===== src/rtl/lockin_pkg.sv =====
// lockin_pkg
// Shared definitions for the square-reference lock-in demodulator.
//   state_t      : demodulator FSM states (idle / accumulating)
//   DEF_*        : default sample, counter and accumulator widths
//   MAX_W        : widest accumulator the sign helper supports
//   signed_term  : applies a +1/-1 reference to a sign-extended sample
// No configuration macros are used in this file.
package lockin_pkg;

  localparam int DEF_DATA_W = 16;
  localparam int DEF_CNT_W  = 24;
  localparam int DEF_ACC_W  = 48;

  // The sign helper works at a fixed wide width.
  // Channels narrow its result back to their own ACC_W (ACC_W <= MAX_W).
  localparam int MAX_W = 64;

  typedef enum logic {
    ST_IDLE = 1'b0,
    ST_ACC  = 1'b1
  } state_t;

  // The operand must already be sign-extended to MAX_W.
  // Negating at full width means the most negative sample negates exactly.
  function automatic logic signed [MAX_W-1:0] signed_term(
    input logic signed [MAX_W-1:0] s,
    input logic                    pos
  );
    return pos ? s : -s;
  endfunction

endpackage


===== src/rtl/lockin_acc_channel.sv =====
// lockin_acc_channel
// One signed integrate-and-dump channel of the lock-in demodulator.
// Ports:
//   clk_in    : system clock
//   rst       : asynchronous reset, active-high
//   i_clear   : synchronous clear of the running sum (idle or aborted window)
//   i_accept  : a sample is taken this cycle
//   i_dump    : the accepted sample is the last one of the window
//   i_pos     : reference level, 1 -> +sample, 0 -> -sample
//   i_sample  : signed ADC sample
//   o_result  : signed window result, held until the next dump
// No configuration macros are used in this file.
module lockin_acc_channel
  import lockin_pkg::*;
#(
  parameter int DATA_W = DEF_DATA_W,
  parameter int ACC_W  = DEF_ACC_W
) (
  input  logic                     clk_in,
  input  logic                     rst,
  input  logic                     i_clear,
  input  logic                     i_accept,
  input  logic                     i_dump,
  input  logic                     i_pos,
  input  logic signed [DATA_W-1:0] i_sample,
  output logic signed [ACC_W-1:0]  o_result
);

  logic signed [ACC_W-1:0] r_acc;
  logic signed [MAX_W-1:0] w_ext;
  logic signed [ACC_W-1:0] w_term;
  logic signed [ACC_W-1:0] w_sum;

  assign w_ext  = {{(MAX_W-DATA_W){i_sample[DATA_W-1]}}, i_sample};
  assign w_term = ACC_W'(signed_term(w_ext, i_pos));
  assign w_sum  = r_acc + w_term;

  // The last sample of a window goes straight into the result register.
  // The running sum restarts at zero, so the next window begins on the following sample.
  always_ff @(posedge clk_in or posedge rst) begin
    if (rst) begin
      r_acc    <= '0;
      o_result <= '0;
    end else if (i_clear) begin
      r_acc <= '0;
    end else if (i_accept) begin
      if (i_dump) begin
        o_result <= w_sum;
        r_acc    <= '0;
      end else begin
        r_acc <= w_sum;
      end
    end
  end

endmodule


===== src/rtl/square_lockin_demod.sv =====
// square_lockin_demod
// Lock-in demodulator fed by the 1f/2f square reference generator.
// Each accepted ADC sample is multiplied by the +/-1 references.
// The products are integrated over len_q samples.
// The 1f/2f sums are then dumped with a one-cycle result_valid strobe.
// Ports:
//   clk_in       : system clock
//   rst          : asynchronous reset, active-high
//   out_en       : demodulation enable (leaving it low aborts the window)
//   adc_data     : signed sample, qualified by adc_valid
//   adc_valid    : one-cycle sample qualifier
//   ref_1x       : 1f reference (1 -> +1, 0 -> -1)
//   ref_2x       : 2f reference (1 -> +1, 0 -> -1)
//   int_len      : samples per window (0 behaves as 1), latched per window
//   x1_data      : 1f window result
//   x2_data      : 2f window result
//   result_valid : strobe marking a fresh x1_data/x2_data
//   busy         : high while accumulating
//   dc_data      : plain sample sum per window (only with LOCKIN_DC_EN)
// Macro LOCKIN_DC_EN adds the DC channel and the dc_data port.
// ACC_W must be at least DATA_W+CNT_W+1 and at most 64.
module square_lockin_demod
  import lockin_pkg::*;
#(
  parameter int DATA_W = DEF_DATA_W,
  parameter int CNT_W  = DEF_CNT_W,
  parameter int ACC_W  = DEF_ACC_W
) (
  input  logic                     clk_in,
  input  logic                     rst,
  input  logic                     out_en,
  input  logic signed [DATA_W-1:0] adc_data,
  input  logic                     adc_valid,
  input  logic                     ref_1x,
  input  logic                     ref_2x,
  input  logic [CNT_W-1:0]         int_len,
  output logic signed [ACC_W-1:0]  x1_data,
  output logic signed [ACC_W-1:0]  x2_data,
  output logic                     result_valid,
  output logic                     busy
`ifdef LOCKIN_DC_EN
  ,
  output logic signed [ACC_W-1:0]  dc_data
`endif
);

  state_t           r_state;
  logic [CNT_W-1:0] r_cnt;
  logic [CNT_W-1:0] r_lenQ;

  logic [CNT_W-1:0] w_lenMapped;
  logic             w_accept;
  logic             w_abort;
  logic             w_clear;
  logic             w_windowEnd;

  assign w_lenMapped = (int_len == '0) ? CNT_W'(1) : int_len;

  // Dropping out_en wins over everything, including a window-end sample.
  // The partial sums are simply cleared.
  assign w_accept    = (r_state == ST_ACC) && out_en && adc_valid;
  assign w_abort     = (r_state == ST_ACC) && !out_en;
  assign w_clear     = (r_state == ST_IDLE) || w_abort;
  assign w_windowEnd = w_accept && (r_cnt == r_lenQ - CNT_W'(1));

  assign busy = (r_state == ST_ACC);

  // The window length is latched when accumulation starts.
  // It is re-latched at every window end, so a new int_len takes effect only on a window boundary.
  // Back-to-back windows run without a dead cycle.
  always_ff @(posedge clk_in or posedge rst) begin
    if (rst) begin
      r_state      <= ST_IDLE;
      r_cnt        <= '0;
      r_lenQ       <= '0;
      result_valid <= 1'b0;
    end else begin
      result_valid <= 1'b0;
      case (r_state)
        ST_IDLE: begin
          r_cnt <= '0;
          if (out_en) begin
            r_state <= ST_ACC;
            r_lenQ  <= w_lenMapped;
          end
        end
        ST_ACC: begin
          if (!out_en) begin
            r_state <= ST_IDLE;
            r_cnt   <= '0;
          end else if (w_windowEnd) begin
            r_cnt        <= '0;
            r_lenQ       <= w_lenMapped;
            result_valid <= 1'b1;
          end else if (w_accept) begin
            r_cnt <= r_cnt + CNT_W'(1);
          end
        end
        default: begin
          r_state <= ST_IDLE;
          r_cnt   <= '0;
        end
      endcase
    end
  end

  lockin_acc_channel #(.DATA_W(DATA_W), .ACC_W(ACC_W)) u_ch1 (
    .clk_in   (clk_in),
    .rst      (rst),
    .i_clear  (w_clear),
    .i_accept (w_accept),
    .i_dump   (w_windowEnd),
    .i_pos    (ref_1x),
    .i_sample (adc_data),
    .o_result (x1_data)
  );

  lockin_acc_channel #(.DATA_W(DATA_W), .ACC_W(ACC_W)) u_ch2 (
    .clk_in   (clk_in),
    .rst      (rst),
    .i_clear  (w_clear),
    .i_accept (w_accept),
    .i_dump   (w_windowEnd),
    .i_pos    (ref_2x),
    .i_sample (adc_data),
    .o_result (x2_data)
  );

`ifdef LOCKIN_DC_EN
  // The DC channel is the same integrator with its reference tied to +1.
  lockin_acc_channel #(.DATA_W(DATA_W), .ACC_W(ACC_W)) u_chDc (
    .clk_in   (clk_in),
    .rst      (rst),
    .i_clear  (w_clear),
    .i_accept (w_accept),
    .i_dump   (w_windowEnd),
    .i_pos    (1'b1),
    .i_sample (adc_data),
    .o_result (dc_data)
  );
`endif

endmodule

===== config.mk =====
export PLATFORM = sky130hd
export DESIGN_NAME = square_lockin_demod
export DESIGN_NICKNAME = d
export VERILOG_FILES = /design/src/rtl/lockin_pkg.sv /design/src/rtl/lockin_acc_channel.sv /design/src/rtl/square_lockin_demod.sv
export SDC_FILE = /design/constraint.sdc
export NUM_CORES = 1
export LEC_CHECK = 0
export CORE_MARGIN = 4
export CORE_UTILIZATION = 40
export DETAILED_ROUTE_END_ITERATION = 12
export SETUP_SLACK_MARGIN = 0.2
export SKIP_LAST_GASP = 1
export SLEW_MARGIN = 20
export SYNTH_ARGS = -nofsm -noshare
export SYNTH_HDL_FRONTEND = slang
export SYNTH_SLANG_ARGS = --single-unit

===== constraint.sdc =====
create_clock -name clk_in -period 16.89 [get_ports clk_in]
set_input_delay 1.689 -clock clk_in [delete_from_list [all_inputs] [get_ports clk_in]]
set_output_delay 1.689 -clock clk_in [all_outputs]
set_load 0.005 [all_outputs]

Word level (Yosys, flattened, before mapping). Index checks and enable logic that the tools add are counted.

$add $sub $neg: 5. $mul: 0. Div/mod/pow operators: 0. $lt $le $gt $ge: 0. Equality and inequality tests: 5. Shift-type cells: 0. Multiplexer cells: 21. Bitwise gates (word level): 2. Reductions and logical operators: 10.

Operators with widths (count): $mux W48 (8); $mux W24 (7); $add A48 B48 Y48 (2); $pmux W24 S2 (2); $neg A16 Y48 (1); $add A24 B1 Y24 const B (1); $eq A24 B24 Y1 (1); $logic_not A24 Y1 (1); $sub A24 B1 Y24 const B (1); $reduce_and A3 Y1 (2); $logic_and A1 B1 Y1 (4); $mux W1 (4); $ne A2 B2 Y1 const B (2); $ne A4 B2 Y1 const B (1); $ne A2 B1 Y1 const B (1); $not A1 Y1 (2); $reduce_bool A2 Y1 (1); $logic_not A1 Y1 (1); $logic_or A1 B1 Y1 (1).

Register bits: 242. Bits in latches: 0. Bits in writable memories: 0. ROM bits: 0. Input bits: 46. Output and inout port bits: 98. Logic and storage cells: 51. Memories kept: 0.

Depth between registers and ports, before layout.
Word-level depth: 6. Depth in mapped cells: 23. Mapped depth without buffers: 22.

Modules after synthesis. Synthesis repeated with hierarchy kept, for this count alone.

Cell total of the unflattened synthesis: 2060. Area, all modules: 17683.2 µm².

By module, submodules not included: lockin_acc_channel (u_ch1) (times used 1, cells an instance 776, area an instance 6832.8 µm², seq. area each 2402.3 µm²); lockin_acc_channel (u_ch2) (times used 1, cells an instance 768, area an instance 6735.2 µm², seq. area each 2402.3 µm²); square_lockin_demod (times used 1, cells an instance 516, area an instance 4115.2 µm², seq. area each 1251.2 µm²).

Least setup slack after synthesis. OpenSTA, ideal clock, no wires.

Kind: input to register. From: input adc_data[0]. To: register u_ch1.o_result[45]. Setup time: 125 ps. Data arrival time: 6332 ps. Data required time: 16765 ps. Setup slack: 10433 ps. Stages on the path: 21. Path buffers: 2. Cell sequence: or3_1 -> or3_1 -> nor2_1 -> nand2_1 -> nor4_1 -> clkbuf_1 -> inv_1 -> ha_1 -> a21oi_1 -> ha_1 -> clkbuf_1 -> nand4_1 -> or3_1 -> a2111oi_0 -> nor3_1 -> o41ai_1 -> a21oi_1 -> o31a_1 -> o21ai_1 -> xor2_1 -> mux2_2.

Word-level cells in the longest chain between the ends: 3.

Ends and longest elaborated chain: start, declared (line square_lockin_demod.sv:32) `input logic signed [DATA_W-1:0] adc_data,`; $neg A16 Y48 (line lockin_pkg.sv:29) `return pos ? s : -s;`; $mux W48 (*) (line lockin_pkg.sv:29); $add A48 B48 Y48 (*) (line lockin_acc_channel.sv:36) `assign w_sum = r_acc + w_term;`; end signal, assigned (line lockin_acc_channel.sv:48) `o_result <= w_sum;`; end, declared (line lockin_acc_channel.sv:26) `output logic signed [ACC_W-1:0] o_result`.

Mark *: on every way between the ends. The rest lies on a longest branch, timed or not. A chain may end at the register's enable or synchronous reset.

Worst setup path in the final report. Same ends and word-level chain as after synthesis.

==> reports/results.env <==
WL_PER_CELL_UM=19.33
INSERTION_DELAY_PS=570
SYNTH-ASYNC-RESET-RATIO=1.000
CRITICAL_PATH_PEAK_FANOUT=21
OUTCOME='finished, final reports clean'
CTS_TREE='done'
YS_FF_LATCH=242
CORE_AREA_UM2=40190
CAP_VIOLATIONS=0
CLK_TRANSITION_REPORTED_PATHS_PS=60
WORST_PIN_SLEW_PS=1017
SYNTH_AREA_PER_CELL_UM2=9.073
HTREE_NUM_LEVELS=1
SETUP-VIOLATIONS-FINAL=0
DIEHEIGHT_UM=210.6
LEAKAGE_uW=0.009081
PORT_BUFFERS=143
DETAIL-ROUTE-ANTENNA-NETS=0
CTS_INSERTED_BUFFERS=30
CRITPATHMAXSTAGEDELAY_PS=470
WORST-ENDPOINT-REQUIRED_PS=17340
PRE_REPAIR_DR_ITERATION_COUNT=5
TIMING.SLEW.HEADROOM=0.3133
GP_ROUTABILITY_CONGESTION=0.9338
START_UTIL=0.4084
OVERALL_POWER_uW=1602
HOLD_BUFFERS=0
CRIT_PATH_CELL_TRACE='clkdlybuf4s50_1, inv_1, ha_1, nand2_1, nor3_1, nand2_1, nor4_2, buf_4, nand2_1, ha_1, a21oi_1, ha_1, nand4_1, or3_1, a2111oi_0, nor3_1, o41ai_1, a21oi_1, o31a_1, o21ai_1, xor2_1, mux2_2'
SYNTH.YOSYS.SEQ_AREA_SHARE=0.3690
DETAIL_ROUTE.ITER0.VIOLATIONS=1022
CORE.ROWCOUNT=73
LAYOUT.NETS=2083
HOLD_PATH_CLASS='reg -> reg'
SYNTH_ENABLE_FLOP_CELLS=0
MAX-CLOCK-PATH-BUFFERS=3
SLEW_VIOL_FINAL=0
DIE_WD_UM=210.6
IO_PINS=144
GRT_MAX_DEGREE=122
NUMBER_OF_GLOBAL_ROUTE_VIAS_BEFORE_REPAIR=13760
SYNTH.YOSYS.WARNINGS=0
CTS.SINKS=242
INITIAL_ANTENNA_VIOLATION_COUNT=1
MAPPEDNETLISTNETS=1982
VIAS=13800
DETAIL_ROUTE.WIRELENGTH_UM=47500
WIRE_LENGTH_OF_THE_FIRST_GLOBAL_ROUTING_PASS_UM=77230
REG2REG_SLACK_PS=11890
DIE-AREA_UM2=44340
DPL.HPWL_UM=34700
SYN-CELL-AREA_UM2=16410
P_PER_AREA_nW_PER_UM2=83.25
GRT.TOTAL_USAGE=0.2112
SYNTH_CELL_TYPES=75
SETUP.WORST_PATH.CLASS='in -> reg'
HOLD_VIOL_FINAL=0
SYNTH_FLOP_CELL='dfrtp_1'
CPMAXSTAGEDELAYCELL='clkdlybuf4s50_1'
FINAL_MIN_PERIOD_PS=6914
FINAL.SETUP.TNS_PS=0
OVERFLOW=0
END_KIND='flip-flop'
SYNTH_CELLS=1809
WORST_IR_DROP_VDD_mV=0.07234
POST_ROUTE_CELLS_DRIVE_ABOVE_1_SHARE=0.07716
SKEW_PS=10.98
SETUP_REPAIR_AFTER_GLOBAL_ROUTING_MISSED_ITS_MARGIN='false'
TIMING.CRITICAL_PATH.FROM_TYPE='input pin'
VIAS_PER_CELL=5.615
MAX_FREQ_MHz=144.6
POST_CTS.RESIZED_INSTANCES=0
CTS_SETUP_BUFFERS=0
CRITICAL_PATH_ARRIVAL_PS=7370
TIMING.FINAL.CRIT_SHARE=0.4093
DETAIL_ROUTE.DRC_VIOLATIONS=0
SYN_TO_FINAL_GROWTH_PCT=17.21
CTS-ROOT-BUF='clkbuf_16'
worst max-delay path, delay by kind of cell:
family	cells	cell delay (ps)
AOI/OAI and AO/OA	6	1640
xor gates and xnor gates	1	110
adders and majority gates	3	880
buffers and inverters	3	870
muxes	1	270
and+or+nand+nor	8	1880
layout by cell type (no fill, tap or decap), types with 5 or more instances in the layout:
cell	synthesis	layout
nand2b_1	13	13
nor3_1	33	33
clkbuf_8	0	6
mux2_4	20	20
and3_1	19	19
clkdlybuf4s50_1	0	143
nor4_1	17	15
nand4_1	30	30
nor2b_1	16	16
or3_1	12	12
a21oi_1	109	109
o21bai_1	8	8
and2_1	7	6
o211ai_1	8	8
a211oi_1	16	16
dfrtp_1	242	242
o31ai_1	7	7
clkbuf_16	0	31
clkbuf_1	66	5
xor2_1	74	74
nand2_1	255	255
nand3_1	35	35
o21a_1	8	8
xnor2_1	78	78
a21boi_0	6	6
inv_1	33	32
nor2_1	117	116
a31oi_1	13	13
o21ai_0	175	175
buf_4	5	12
a21o_1	49	49
a22o_1	83	83
mux2_2	50	50
ha_1	125	125
where the power goes:
| part | leakage, uW | switching [uW] | total (uW) | internal [uW] |
|---|---|---|---|---|
| Clock | 0.000492 | 264 | 655 | 391 |
| Sequential | 0.00330 | 23.9 | 624 | 600 |
| Combinational | 0.00529 | 199 | 323 | 124 |
| Total | 0.00908 | 486 | 1600 | 1120 |
final timing paths:
kind / from / end / cells after the start
max in group asynchronous: rst / r_lenQ[0] / 3
worst max-delay path: adc_data[0] / u_ch1.o_result[45] / 22
min in group asynchronous: rst / u_ch2.o_result[24] / 2
worst max register to register: r_lenQ[3] / u_ch1.o_result[46] / 10
worst min register to register: u_ch1.o_result[24] / u_ch1.o_result[24] / 2
worst min-delay path: u_ch1.o_result[24] / u_ch1.o_result[24] / 2
through the flow:
step / hold WS (ps) / instance area [um^2] / std cells / setup slack (ps) / util
floorplan: 452.5 / 16410 / 1809 / 8556 / -
global placement: 458.4 / 18240 / 2403 / 9637 / 0.4538
detailed placement: 454.9 / 18240 / 2403 / 9468 / 0.4538
CTS: 482.4 / 19240 / 2456 / 10020 / 0.4786
global route: 503.4 / 19240 / 2457 / 9554 / 0.4787
finish: 478.2 / 19240 / 2457 / 9976 / 0.4787
routing by layer:
metal  GRT usage  part of all wire  vias up
met1      0.3104              0.48     6718
li1            -                 -     6725
met5           0                 0        -
met3     0.02605             0.043       51
met2      0.3383              0.46      302
met4     0.04181             0.020        0
cell usage after synthesis, types with 5 or more instances:
master	instances	share of area
clkbuf_1	66	0.015
or3_1	12	0.0046
o21bai_1	8	0.0037
mux2_4	20	0.018
o211ai_1	8	0.0037
nand3_1	35	0.011
buf_4	5	0.0023
a21o_1	49	0.022
nand4_1	30	0.011
nand2b_1	13	0.0050
buf_2	11	0.0034
a22o_1	83	0.044
inv_1	33	0.0075
mux2_2	50	0.034
dfrtp_1	242	0.37
nand2_1	255	0.058
a31oi_1	13	0.0050
a21boi_0	6	0.0027
a211oi_1	16	0.0073
ha_1	125	0.095
nor2b_1	16	0.0061
o31ai_1	7	0.0032
nor4_1	17	0.0065
and3_1	19	0.0072
o21a_1	8	0.0037
xnor2_1	78	0.042
xor2_1	74	0.039
nor3_1	33	0.010
and2_1	7	0.0027
a21oi_1	109	0.033
o21ai_0	175	0.053
nor2_1	117	0.027
cell type report:
| type | instances | area (um^2) |
|---|---|---|
| antenna | 1 | 2.502 |
| clock buffer | 42 | 877.1 |
| clock inverter | 11 | 122.6 |
| fill | 3882 | 20950 |
| inverter | 34 | 135.1 |
| multi-input combinational | 1447 | 9867 |
| sequential | 242 | 6056 |
| tap | 525 | 656.9 |
| timing repair buffer | 155 | 1521 |
state kept, by name (all words and copies together) (netlist names):
signal	flops
u_ch2.r_acc	48
r_lenQ	24
u_ch1.o_result	48
busy	1
u_ch2.o_result	48
r_cnt	24
u_ch1.r_acc	48
result_valid	1
logic make-up after synthesis:
family                   after synthesis  share of synthesized area
buffers and inverters                120                    0.03125
XOR/XNOR                             152                    0.08111
multiplexers                          73                    0.05443
adder cells (fa/ha/maj)              127                    0.09773
AND/OR/NAND/NOR                      577                     0.1644
flip-flops                           242                     0.3690
AO/OA/AOI/OAI                        518                     0.2021
Note: power is estimated with default switching activity, not from simulation.
